<file path="src/rtl/alu_pkg.sv">
// ---------------------------------------------------------------------------
// alu_pkg
//   Shared definitions for the ALU result pipe:
//     - datapath width and flag-bit indices
//     - entry_t: packed record stored per buffered result
//       (result, destination tag, four condition flags)
//     - flag_vec(): packs the four flags into a vector at the fixed indices
//   The destination tag field is sized for the widest supported tag
//   (RD_MAX_W); users store their RD_W-bit tag in the low bits.
// ---------------------------------------------------------------------------
package alu_pkg;

    localparam int DATA_W    = 32;
    localparam int RD_MAX_W  = 16;
    localparam int N_FLAGS   = 4;

    localparam int FLAG_ZERO  = 0;
    localparam int FLAG_NEG   = 1;
    localparam int FLAG_CARRY = 2;
    localparam int FLAG_OVF   = 3;

    typedef struct packed {
        logic [DATA_W-1:0]   result;
        logic [RD_MAX_W-1:0] rd;
        logic [N_FLAGS-1:0]  flags;
    } entry_t;

    function automatic logic [N_FLAGS-1:0] flag_vec(
        input logic zero,
        input logic neg,
        input logic carry,
        input logic ovf
    );
        logic [N_FLAGS-1:0] v;
        v             = '0;
        v[FLAG_ZERO]  = zero;
        v[FLAG_NEG]   = neg;
        v[FLAG_CARRY] = carry;
        v[FLAG_OVF]   = ovf;
        return v;
    endfunction

endpackage

</file>
<file path="src/rtl/alu_flags.sv">
// ---------------------------------------------------------------------------
// alu_flags
//   Purely combinational condition-flag generator for an add/sub result.
//   Ports:
//     result  in  32  sum/difference produced by the adder
//     op_a    in  32  adder operand A
//     op_b    in  32  adder operand B (un-inverted)
//     sub     in  1   1 = A-B, 0 = A+B
//     flags   out 4   zero/neg/carry/ovf at alu_pkg FLAG_* indices
//   FLAGS_EN = 0 ties every flag to 0.
// ---------------------------------------------------------------------------
module alu_flags
    import alu_pkg::*;
#(
    parameter bit FLAGS_EN = 1'b1
) (
    input  logic [DATA_W-1:0]  result,
    input  logic [DATA_W-1:0]  op_a,
    input  logic [DATA_W-1:0]  op_b,
    input  logic               sub,
    output logic [N_FLAGS-1:0] flags
);

    // Only the sign bits of the operands matter; the adder already folded
    // the low bits into the result.
    logic a31;
    logic b31_eff;
    logic r31;
    logic unused_operand_bits;

    assign a31     = op_a[DATA_W-1];
    assign b31_eff = sub ? ~op_b[DATA_W-1] : op_b[DATA_W-1];
    assign r31     = result[DATA_W-1];

    assign unused_operand_bits = ^{op_a[DATA_W-2:0], op_b[DATA_W-2:0]};

    always_comb begin
        flags = '0;
        if (FLAGS_EN) begin
            // Carry out of bit 31 rebuilt from the MSBs: generate, or
            // propagate with no carry visible in the result bit. For a
            // subtract (A + ~B + 1) this is the "no borrow" indication.
            flags = flag_vec(
                (result == '0),
                r31,
                (a31 & b31_eff) | ((a31 | b31_eff) & ~r31),
                (a31 == b31_eff) && (r31 != a31)
            );
        end
    end

endmodule

</file>
<file path="src/rtl/alu_result_pipe.sv">
// ---------------------------------------------------------------------------
// alu_result_pipe
//   Two-entry skid buffer placed after the adder stage. Each accepted
//   result is tagged with its condition flags (computed on entry) and its
//   destination register, and delivered in arrival order.
//
//   Handshake: a transfer happens on a rising clk edge where valid and
//   ready are both 1 on that side. in_ready is a flop that is 1 exactly
//   when fewer than two entries are stored, so it never depends
//   combinationally on out_ready. Upstream must hold its data while
//   in_ready is 0; out_* hold steady while out_valid=1 and out_ready=0.
//
//   Ports:
//     clk, rst            clock, async active-high reset
//     in_valid/in_ready   upstream handshake
//     in_result, in_op_a, in_op_b, in_sub, in_rd   upstream payload
//     out_valid/out_ready downstream handshake
//     out_result, out_rd, out_zero/neg/carry/ovf   head-entry fields
//     occupancy           stored entries, 0..2
// ---------------------------------------------------------------------------
module alu_result_pipe
    import alu_pkg::*;
#(
    parameter int RD_W     = 5,    // must not exceed alu_pkg::RD_MAX_W
    parameter bit FLAGS_EN = 1'b1
) (
    input  logic              clk,
    input  logic              rst,
    input  logic              in_valid,
    output logic              in_ready,
    input  logic [DATA_W-1:0] in_result,
    input  logic [DATA_W-1:0] in_op_a,
    input  logic [DATA_W-1:0] in_op_b,
    input  logic              in_sub,
    input  logic [RD_W-1:0]   in_rd,
    output logic              out_valid,
    input  logic              out_ready,
    output logic [DATA_W-1:0] out_result,
    output logic [RD_W-1:0]   out_rd,
    output logic              out_zero,
    output logic              out_neg,
    output logic              out_carry,
    output logic              out_ovf,
    output logic [1:0]        occupancy
);

    // head_q is always the oldest entry and drives out_*; tail_q holds the
    // second entry when two are stored.
    entry_t     head_q, head_d;
    entry_t     tail_q, tail_d;
    logic [1:0] occ_q, occ_d;
    logic       in_ready_q, in_ready_d;

    entry_t             in_entry;
    logic [N_FLAGS-1:0] in_flags;
    logic               push;
    logic               pop;
    logic               unused_rd_bits;

    alu_flags #(
        .FLAGS_EN (FLAGS_EN)
    ) u_flags (
        .result (in_result),
        .op_a   (in_op_a),
        .op_b   (in_op_b),
        .sub    (in_sub),
        .flags  (in_flags)
    );

    always_comb begin
        in_entry              = '0;
        in_entry.result       = in_result;
        in_entry.rd[RD_W-1:0] = in_rd;
        in_entry.flags        = in_flags;
    end

    assign out_valid = (occ_q != 2'd0);
    assign push      = in_valid & in_ready_q;
    assign pop       = out_valid & out_ready;

    always_comb begin
        head_d = head_q;
        tail_d = tail_q;
        occ_d  = occ_q;

        if (pop) begin
            head_d = tail_q;
        end

        // New entry lands in the first free slot after this cycle's pop:
        // the head if the buffer is (or becomes) empty, otherwise the tail.
        if (push) begin
            if ((occ_q == 2'd0) || ((occ_q == 2'd1) && pop)) begin
                head_d = in_entry;
            end else begin
                tail_d = in_entry;
            end
        end

        case ({push, pop})
            2'b10:   occ_d = occ_q + 2'd1;
            2'b01:   occ_d = occ_q - 2'd1;
            default: occ_d = occ_q;
        endcase

        in_ready_d = (occ_d != 2'd2);
    end

    always_ff @(posedge clk or posedge rst) begin
        if (rst) begin
            head_q     <= '0;
            tail_q     <= '0;
            occ_q      <= 2'd0;
            in_ready_q <= 1'b1;
        end else begin
            head_q     <= head_d;
            tail_q     <= tail_d;
            occ_q      <= occ_d;
            in_ready_q <= in_ready_d;
        end
    end

    assign in_ready   = in_ready_q;
    assign occupancy  = occ_q;
    assign out_result = head_q.result;
    assign out_rd     = head_q.rd[RD_W-1:0];
    assign out_zero   = head_q.flags[FLAG_ZERO];
    assign out_neg    = head_q.flags[FLAG_NEG];
    assign out_carry  = head_q.flags[FLAG_CARRY];
    assign out_ovf    = head_q.flags[FLAG_OVF];

    // Tag bits above RD_W are never written with anything but zero.
    assign unused_rd_bits = ^{head_q.rd, tail_q.rd};

endmodule

</file>
<file path="config.mk">
export PLATFORM = sky130hd
export DESIGN_NAME = alu_result_pipe
export DESIGN_NICKNAME = d
export VERILOG_FILES = /design/src/rtl/alu_pkg.sv /design/src/rtl/alu_flags.sv /design/src/rtl/alu_result_pipe.sv
export SDC_FILE = /design/constraint.sdc
export NUM_CORES = 1
export LEC_CHECK = 0
export CORE_ASPECT_RATIO = 1.4
export CORE_MARGIN = 4
export CORE_UTILIZATION = 49
export CTS_BUF_LIST = sky130_fd_sc_hd__clkbuf_8
export CTS_CLUSTER_DIAMETER = 30
export DETAILED_ROUTE_END_ITERATION = 8
export PLACE_DENSITY = 0.95
export SYNTH_ARGS = -nofsm -noshare
export SYNTH_HDL_FRONTEND = slang
export SYNTH_SLANG_ARGS = --single-unit
</file>
<file path="constraint.sdc">
create_clock -name clk -period 4.8 [get_ports clk]
set_input_delay 0.96 -clock clk [delete_from_list [all_inputs] [get_ports clk]]
set_output_delay 0.96 -clock clk [all_outputs]
set_load 0.005 [all_outputs]
</file>
==> results of run 1 <==
## final cells by class
cell class                      instances  area [um2]  share of cell area
Clock buffer                           10         138              0.0276
Clock inverter                          6        87.6              0.0175
Inverter                                6        23.8             0.00476
Multi-Input combinational cell        199        1610               0.323
Sequential cell                        84        2100               0.421
Tap cell                              100         125              0.0251
Timing Repair Buffer                   91         903               0.181
## worst min-delay path by stage
stage	start	endpoint	slack (ns)	cells past startpoint
after floorplan	tail_q[2]	tail_q[2]	0.45	2
after global placement	tail_q[2]	tail_q[2]	0.47	2
after detailed placement	tail_q[2]	tail_q[2]	0.49	2
after CTS	tail_q[2]	tail_q[2]	0.50	2
after global routing	tail_q[31]	tail_q[31]	0.53	1
final	tail_q[2]	tail_q[2]	0.50	2
## cell families (layout without fill, tap and decap cells)
logic type / Yosys count / after routing / synth area share
mux: 76 / 76 / 0.247
simple gates: 66 / 66 / 0.0799
xor+xnor: 4 / 4 / 0.00909
buf+inv: 23 / 113 / 0.0367
flops: 84 / 84 / 0.546
fa+ha+maj: 4 / 4 / 0.0130
compound gates: 49 / 49 / 0.0685
## worst max-delay path: stages
cell	delay, ns
clkdlybuf4s50_1	0.54
nand2_1	0.20
nor2_4	0.65
buf_4	0.46
a21oi_1	0.07
a21o_1	0.16
## per-stage QoR
| stage | total power [mW] | std cells | hold WS [ns] | worst slack, ns |
|---|---|---|---|---|
| 2_1_floorplan | 2.13 | 306 | 0.451 | 1.68 |
| 3_3_place_gp | 2.64 | 480 | 0.465 | 1.65 |
| 3_5_place_dp | 2.71 | 480 | 0.487 | 1.58 |
| 4_1_cts | 3.29 | 496 | 0.505 | 1.96 |
| 5_1_grt | 3.48 | 496 | 0.531 | 1.76 |
| 6_report | 3.25 | 496 | 0.497 | 1.97 |
## layer usage
metal  vias to the layer above  wire length [um]
met5                         -                 0
met4                         0               211
met3                        17               411
met2                        68              4480
met1                      1306              3350
li1                       1235                 -
## sequential cells by signal, indices dropped and copies added (netlist names)
| name | flops |
|---|---|
| out_neg | 1 |
| out_ovf | 1 |
| out_rd | 5 |
| in_ready | 1 |
| out_result | 32 |
| out_zero | 1 |
| tail_q | 40 |
| out_carry | 1 |
| occupancy | 2 |
## where the power goes
| group | leakage [nW] | internal [mW] | switching, mW | total [mW] |
|---|---|---|---|---|
| sequential | 1.01 | 1.07 | 0.199 | 1.27 |
| combinational | 1.21 | 0.866 | 0.558 | 1.42 |
| clock | 0.116 | 0.307 | 0.250 | 0.557 |
| total | 2.33 | 2.24 | 1.01 | 3.25 |
## synth_stat cells, types with 2 or more instances
library cell	instances	area, um2
nor2_1	5	18.8
nand4_1	2	12.5
nor4_1	8	50.1
mux2_4	38	571
a21oi_1	5	25.0
nand2_1	44	165
buf_4	6	45.0
xnor2_1	3	26.3
ha_1	4	50.1
buf_6	4	45.0
o21ai_0	38	190
mux2i_1	37	370
buf_1	2	7.51
buf_2	2	10.0
a211oi_1	2	15.0
inv_1	6	22.5
dfrtp_1	83	2080
clkbuf_1	3	11.3
==> flow_summary.toml, run 1 <==
[die]
num_rows = 38
io-pin-count = 151
die_x_um = 83.0
core_um2 = 7700
die_y_um = 113
start_util = 0.500
die_area_um2 = 9370

[sta]
post-route-period-util = 0.590
finalSetupViolCount = 0
grt_setup_unrepaired = "no"
hold_viol = 0
slew_headroom = 0.433
fmax_mhz = 353
finalSetupTns_ns = 0
drv_slew = 0
min_period_ns = 2.83
worst_pin_slew_ns = 0.851
finalClockSkew_ns = 0.00864

[logic_synthesis]
ys_warn_count = 0
synth_area_um2 = 3850
synth_ff_type = "dfrtp_1"
synth_seq_cells = 84
async_reset_ff_frac = 1.00
syn_nets = 416
synth-seq-area-share = 0.546
synth-edff-count = 0
avgSynthCellArea_um2 = 12.6
syn_inst = 306
synth_cell_types = 32

[drt]
drt.antenna.violating_nets = 0
totalWireLength_mm = 8.44
route.detailed.wl_per_inst_um = 17.0
first_pass_iters = 4
drt_iter0_markers = 79
vias_per_cell = 5.29
drc = 0
dr_total_vias = 2626

[clocking]
cts_buffers = 9
clkTransAtPathRegs_ns = 0.08
postCtsSetupRepairBufs = 0
cts_max_path_buffers = 2
cts_tree = "built"
cts_root_buf = "clkbuf_8"
clock-sinks = 84
cts_hold_buf = 0
cts_resized = 0
htree_levels = 3
clock_latency_ns = 0.35

[pwr]
power_density_nw_per_um2 = 651
ir_drop_mv = 0.356
leakage_nw = 2.33

[final_layout]
fillers = 602
mostFrequentLayoutCell = "clkdlybuf4s50_1"
stdcell_area_um2 = 4990
fin_nets = 501
syn_to_final_growth_pct = 29.5
final_cell_mix = "clkdlybuf4s50_1, dfrtp_1, nand2_1, mux2_4, o21ai_0"
antenna_cells = 0
drive_gt1_frac = 0.167
final_core_util = 0.648

[critical_path]
ff2ff_path_depth = 5
cp_max_fo = 41
ff2ff_setup_slack_ns = 2.42
worstSetupPathType = "primary input to register"
critPathLaunch = "in_valid"
end_kind = "register"
required_ns = 5.05
arrival_ns = 3.08
endpoint = "out_zero"
startpoint_type = "primary input"
worstReg2RegStart = "occupancy[0]"
reg2reg_to = "tail_q[33]"

[placement]
io_buffers = 88
dpl_cell_area_um2 = 4770
gp_congestion = 0.741
post-dp-hpwl_mm = 5.91

[global_routing]
grt_use_met2 = 0.335
met1_usage = 0.227
grt_max_degree = 44
grt_pass1_wl_mm = 14.5
gr-usage-met3 = 0.0561
grt_pass1_vias = 2910
gr-total-overflow = 0
grt_usage = 0.194
gr-max-usage-layer = "met2"
antenna_found_initial = 0

[worst_hold_path]
hold_path_class = "register to register"

[outcome]
status = "complete, no violations"

[job]
maxCapViolCount = 0
(Power assumes the default switching activity.)
==> run 2, diff against run 1 <==
Settings changed: CORE_UTILIZATION 49 to 41, PLACE_DENSITY 0.95 to 0.85.
Clock period 4.8 ns to 2.6 ns, I/O delays scaled along.
==> run 2 against run 1 <==
Hold slack got worse by 0.010 ns; clock-buffer cell count down 1; setup slack got worse by 1.5 ns; design area increased by 1.8%; global-route usage decreased by 3.6 points; critical path depth fell by 2; via count shrank 0.42%; sequential cell count unchanged.
==> flow_summary.toml, run 2 (synthesis results as in run 1) <==
[outcome]
status = "complete, no violations"

[pwr]
power_density_nw_per_um2 = 1180
ir_drop_mv = 0.613
leakage_nw = 2.36

[final_layout]
regMostFlops = "tail_q"
seq_area_um2 = 2100
largest_reg_flops = 40
syn_to_final_growth_pct = 31.8
fin_nets = 506
final_cell_mix = "clkdlybuf4s50_1, dfrtp_1, nand2_1, mux2_4, o21ai_0"
mostFrequentLayoutCell = "clkdlybuf4s50_1"
fillers = 749
drive_gt1_frac = 0.175
antenna_cells = 0
multi_input_area_um2 = 1610
stdcell_area_um2 = 5080
stdcell_count = 507

[drt]
vias_per_cell = 5.16
route.detailed.wl_per_inst_um = 16.4
totalWireLength_mm = 8.31
drc = 0
dr_total_vias = 2615
drt.antenna.violating_nets = 0
drt_iter0_markers = 86
first_pass_iters = 4

[die]
core_um2 = 9080
io-pin-count = 151
die_y_um = 123
num_rows = 41
die_area_um2 = 11000
start_util = 0.424
die_x_um = 89.9

[global_routing]
met1_usage = 0.187
grt_usage = 0.158
grt_max_degree = 85
gr-total-overflow = 0
grt_pass1_vias = 2747
gr-usage-met3 = 0.0429
antenna_found_initial = 0
grt_pass1_wl_mm = 13.7
grt_use_met2 = 0.268
gr-max-usage-layer = "met2"

[placement]
post-dp-hpwl_mm = 5.81
post-place-ws_ns = 0.295
io_buffers = 88
dpl_cell_area_um2 = 4870
dp.cells = 492
gp_congestion = 0.751

[clocking]
clock-sinks = 84
cts_buffers = 9
postCtsSetupRepairBufs = 0
cts_max_path_buffers = 2
clkTransAtPathRegs_ns = 0.08
clock_latency_ns = 0.36
cts_resized = 0
cts_root_buf = "clkbuf_8"
cts_hold_buf = 0
cts_tree = "built"
htree_levels = 3

[sta]
finalSetupViolCount = 0
hold_slack_ns = 0.486
worst_pin_slew_ns = 0.613
min_period_ns = 2.13
slew_headroom = 0.588
worst_slack_ns = 0.468
fmax_mhz = 469
grt_setup_unrepaired = "no"
finalClockSkew_ns = 0.0144
hold_viol = 0
drv_slew = 0
finalSetupTns_ns = 0
post-route-period-util = 0.820

[job]
maxCapViolCount = 0

[worst_hold_path]
hold_path_class = "register to register"

[critical_path]
arrival_ns = 1.61
startpoint_type = "register"
cp_max_fo = 4
worstSetupPathType = "register to primary output"
end_kind = "primary output"
required_ns = 2.08
==> run 2: per-layer routing <==
| layer | share of wire | vias to the layer above |
|---|---|---|
| met1 | 0.41 | 1293 |
| met5 | 0 | - |
| met2 | 0.52 | 68 |
| li1 | - | 1239 |
| met3 | 0.049 | 15 |
| met4 | 0.020 | 0 |
==> run 2: power breakdown <==
part,internal [mW],total (mW),switching [mW]
Sequential,1.97,2.35,0.377
Clock,0.537,1.00,0.463
Combinational,1.65,2.66,1.01
Total,4.16,6.01,1.85
==> run 2: critical path: stages, from the launching register on <==
cell and delay [ns]:
dfrtp_1 0.42, inv_1 0.06, ha_1 0.23, inv_1 0.06, clkdlybuf4s50_1 0.49
==> run 2: per-stage QoR <==
stage,power [mW],utilization
6_report,6.01,0.559
2_1_floorplan,3.94,-
3_5_place_dp,5.06,0.536
3_3_place_gp,4.95,0.536
4_1_cts,6.09,0.559
5_1_grt,6.42,0.559
==> run 2: area by class of cell <==
| type | instances | share of cell area |
|---|---|---|
| multi-input cells | 199 | 0.317 |
| repair buffers | 96 | 0.195 |
| clock inverters | 6 | 0.0177 |
| well taps | 107 | 0.0264 |
| clock buffers | 9 | 0.0244 |
| flip-flops and latches | 84 | 0.414 |
| inverters | 6 | 0.00517 |
==> run 2: final timing paths <==
| kind | from | endpoint | slack [ns] | cells after the start |
|---|---|---|---|---|
| max in group asynchronous | rst | in_ready | 1.59 | 3 |
| min in group asynchronous | rst | tail_q[35] | 0.63 | 3 |
| min | tail_q[2] | tail_q[2] | 0.49 | 2 |
| max | occupancy[0] | out_valid | 0.47 | 4 |
| max reg2reg | occupancy[0] | tail_q[48] | 0.77 | 6 |
| min reg2reg | tail_q[2] | tail_q[2] | 0.49 | 2 |
==> run 3, diff against run 2 <==
Settings changed: CORE_UTILIZATION 41 to 45, PLACE_DENSITY 0.85 to 0.88.
Clock period 2.6 ns to 2 ns, I/O delays scaled along.
==> run 3 against run 2 <==
Total power increased by 33%; clock power increased by 30%; highest routed layer unchanged; via count increased by 1.1%; non-clock buffer count increased by 7; critical path depth unchanged; sequential share of layout area decreased by 0.78 points; clock skew decreased by 0.0059 ns; critical path type unchanged; first-iteration DRC count increased by 76%.
==> flow_summary.toml, run 3 (synthesis results as in run 1) <==
[critical_path]
end_kind = "primary output"
cp_max_fo = 4
startpoint_type = "register"
arrival_ns = 1.49
crit_path_frequent_cell = "inv_1"
required_ns = 1.60
slowest_delay_ns = 0.49
crit_slowest_cell = "clkdlybuf4s50_1"
crit_chain = "inv_1 -> ha_4 -> inv_1 -> clkdlybuf4s50_1"
worstSetupPathType = "register to primary output"

[final_layout]
fin_nets = 513
drive_gt1_frac = 0.189
antenna_cells = 0
mostFrequentLayoutCell = "clkdlybuf4s50_1"
largest_reg_flops = 40
final_cell_mix = "clkdlybuf4s50_1, dfrtp_1, nand2_1, mux2_4, o21ai_0"
stdcell_area_um2 = 5180
fillers = 642
syn_to_final_growth_pct = 34.4
regMostFlops = "tail_q"
stdcell_count = 509

[die]
start_util = 0.467
die_area_um2 = 10100
die_y_um = 117
die_x_um = 86.2
io-pin-count = 151
num_rows = 39
core_um2 = 8250

[drt]
totalWireLength_mm = 8.32
drc = 0
route.detailed.wl_per_inst_um = 16.4
wl_met2_mm = 4.27
drt.antenna.violating_nets = 0
met3WireLength_um = 404
dr_total_vias = 2643
top_layer = "met4"
first_pass_iters = 4
drt_iter0_markers = 151
wl_met1_mm = 3.47
vias_per_cell = 5.19

[pwr]
p_total_mw = 7.99
ir_drop_mv = 0.918
leakage_nw = 2.42
power_density_nw_per_um2 = 1540

[sta]
post-route-period-util = 0.944
hold_viol = 0
finalSetupViolCount = 0
hold_slack_ns = 0.500
finalClockSkew_ns = 0.00855
slew_headroom = 0.667
worst_pin_slew_ns = 0.494
drv_slew = 0
min_period_ns = 1.89
fmax_mhz = 530
grt_setup_unrepaired = "no"

[placement]
dpl_cell_area_um2 = 4930
post-dp-hpwl_mm = 5.83
dp.cells = 492
io_buffers = 88
gp_congestion = 0.758

[global_routing]
gr-total-overflow = 0
antenna_found_initial = 0
grt_pass1_wl_mm = 13.9
grt_pass1_vias = 2824
grt_usage = 0.170
grt_max_degree = 85

[clocking]
cts_max_path_buffers = 2
clkTransAtPathRegs_ns = 0.08
clock-sinks = 84
htree_levels = 3
cts_buffers = 9
cts_tree = "built"
clock_latency_ns = 0.34
cts_root_buf = "clkbuf_8"

[outcome]
status = "complete, no violations"

[job]
maxCapViolCount = 0

[worst_hold_path]
hold_path_class = "register to register"
## run 3: metal layers
layer  up-vias  track usage
met5         -            0
met4         0       0.0604
met3        11       0.0364
li1       1256            -
met1      1315        0.211
met2        61        0.288
## run 3: layout make-up
type,count,area (um2),area share
clock buffers,10,138,0.0266
clock inverters,5,77.6,0.0150
inverters,6,26.3,0.00507
multi-input cells,199,1620,0.314
flip-flops and latches,84,2100,0.406
well taps,102,128,0.0246
repair buffers,103,1080,0.209
## run 3: power breakdown
group          leakage [nW]  switching [mW]  internal [mW]  total [mW]
Sequential             1.01           0.478           2.56        3.04
Clock                 0.114           0.578          0.727        1.30
Combinational          1.30            1.38           2.26        3.64
## run 3: stage by stage
stage / worst slack (ns) / TNS [ns] / utilization
2_1_floorplan: 0.369 / 0 / -
3_3_place_gp: -0.0896 / -0.148 / 0.598
3_5_place_dp: -0.104 / -0.178 / 0.598
4_1_cts: 0.0360 / 0 / 0.626
5_1_grt: 0.0226 / 0 / 0.628
6_report: 0.112 / 0 / 0.628
## run 3: path summary, 6_finish.rpt
kind,slack (ns),end,cells after the start,start
max,0.11,out_valid,4,occupancy[1]
min,0.50,tail_q[2],2,tail_q[2]
max reg2reg,0.20,tail_q[43],6,occupancy[0]
min reg2reg,0.50,tail_q[2],2,tail_q[2]
max in group asynchronous,1.12,in_ready,3,rst
min in group asynchronous,0.51,tail_q[38],3,rst
## run 3: timing repair
item                                   4_1_cts  5_1_grt
hold buffers                                 0        0
resized for setup                            0        2
setup endpoints to repair                    1        1
endpoints found under the hold margin        0        0
buffers inserted                             2        0
## run 3: critical path: cells and delay by family (launching register included)
family     cells  cell delay, ns
buf+inv        3            0.63
flops          1            0.35
fa+ha+maj      1            0.18
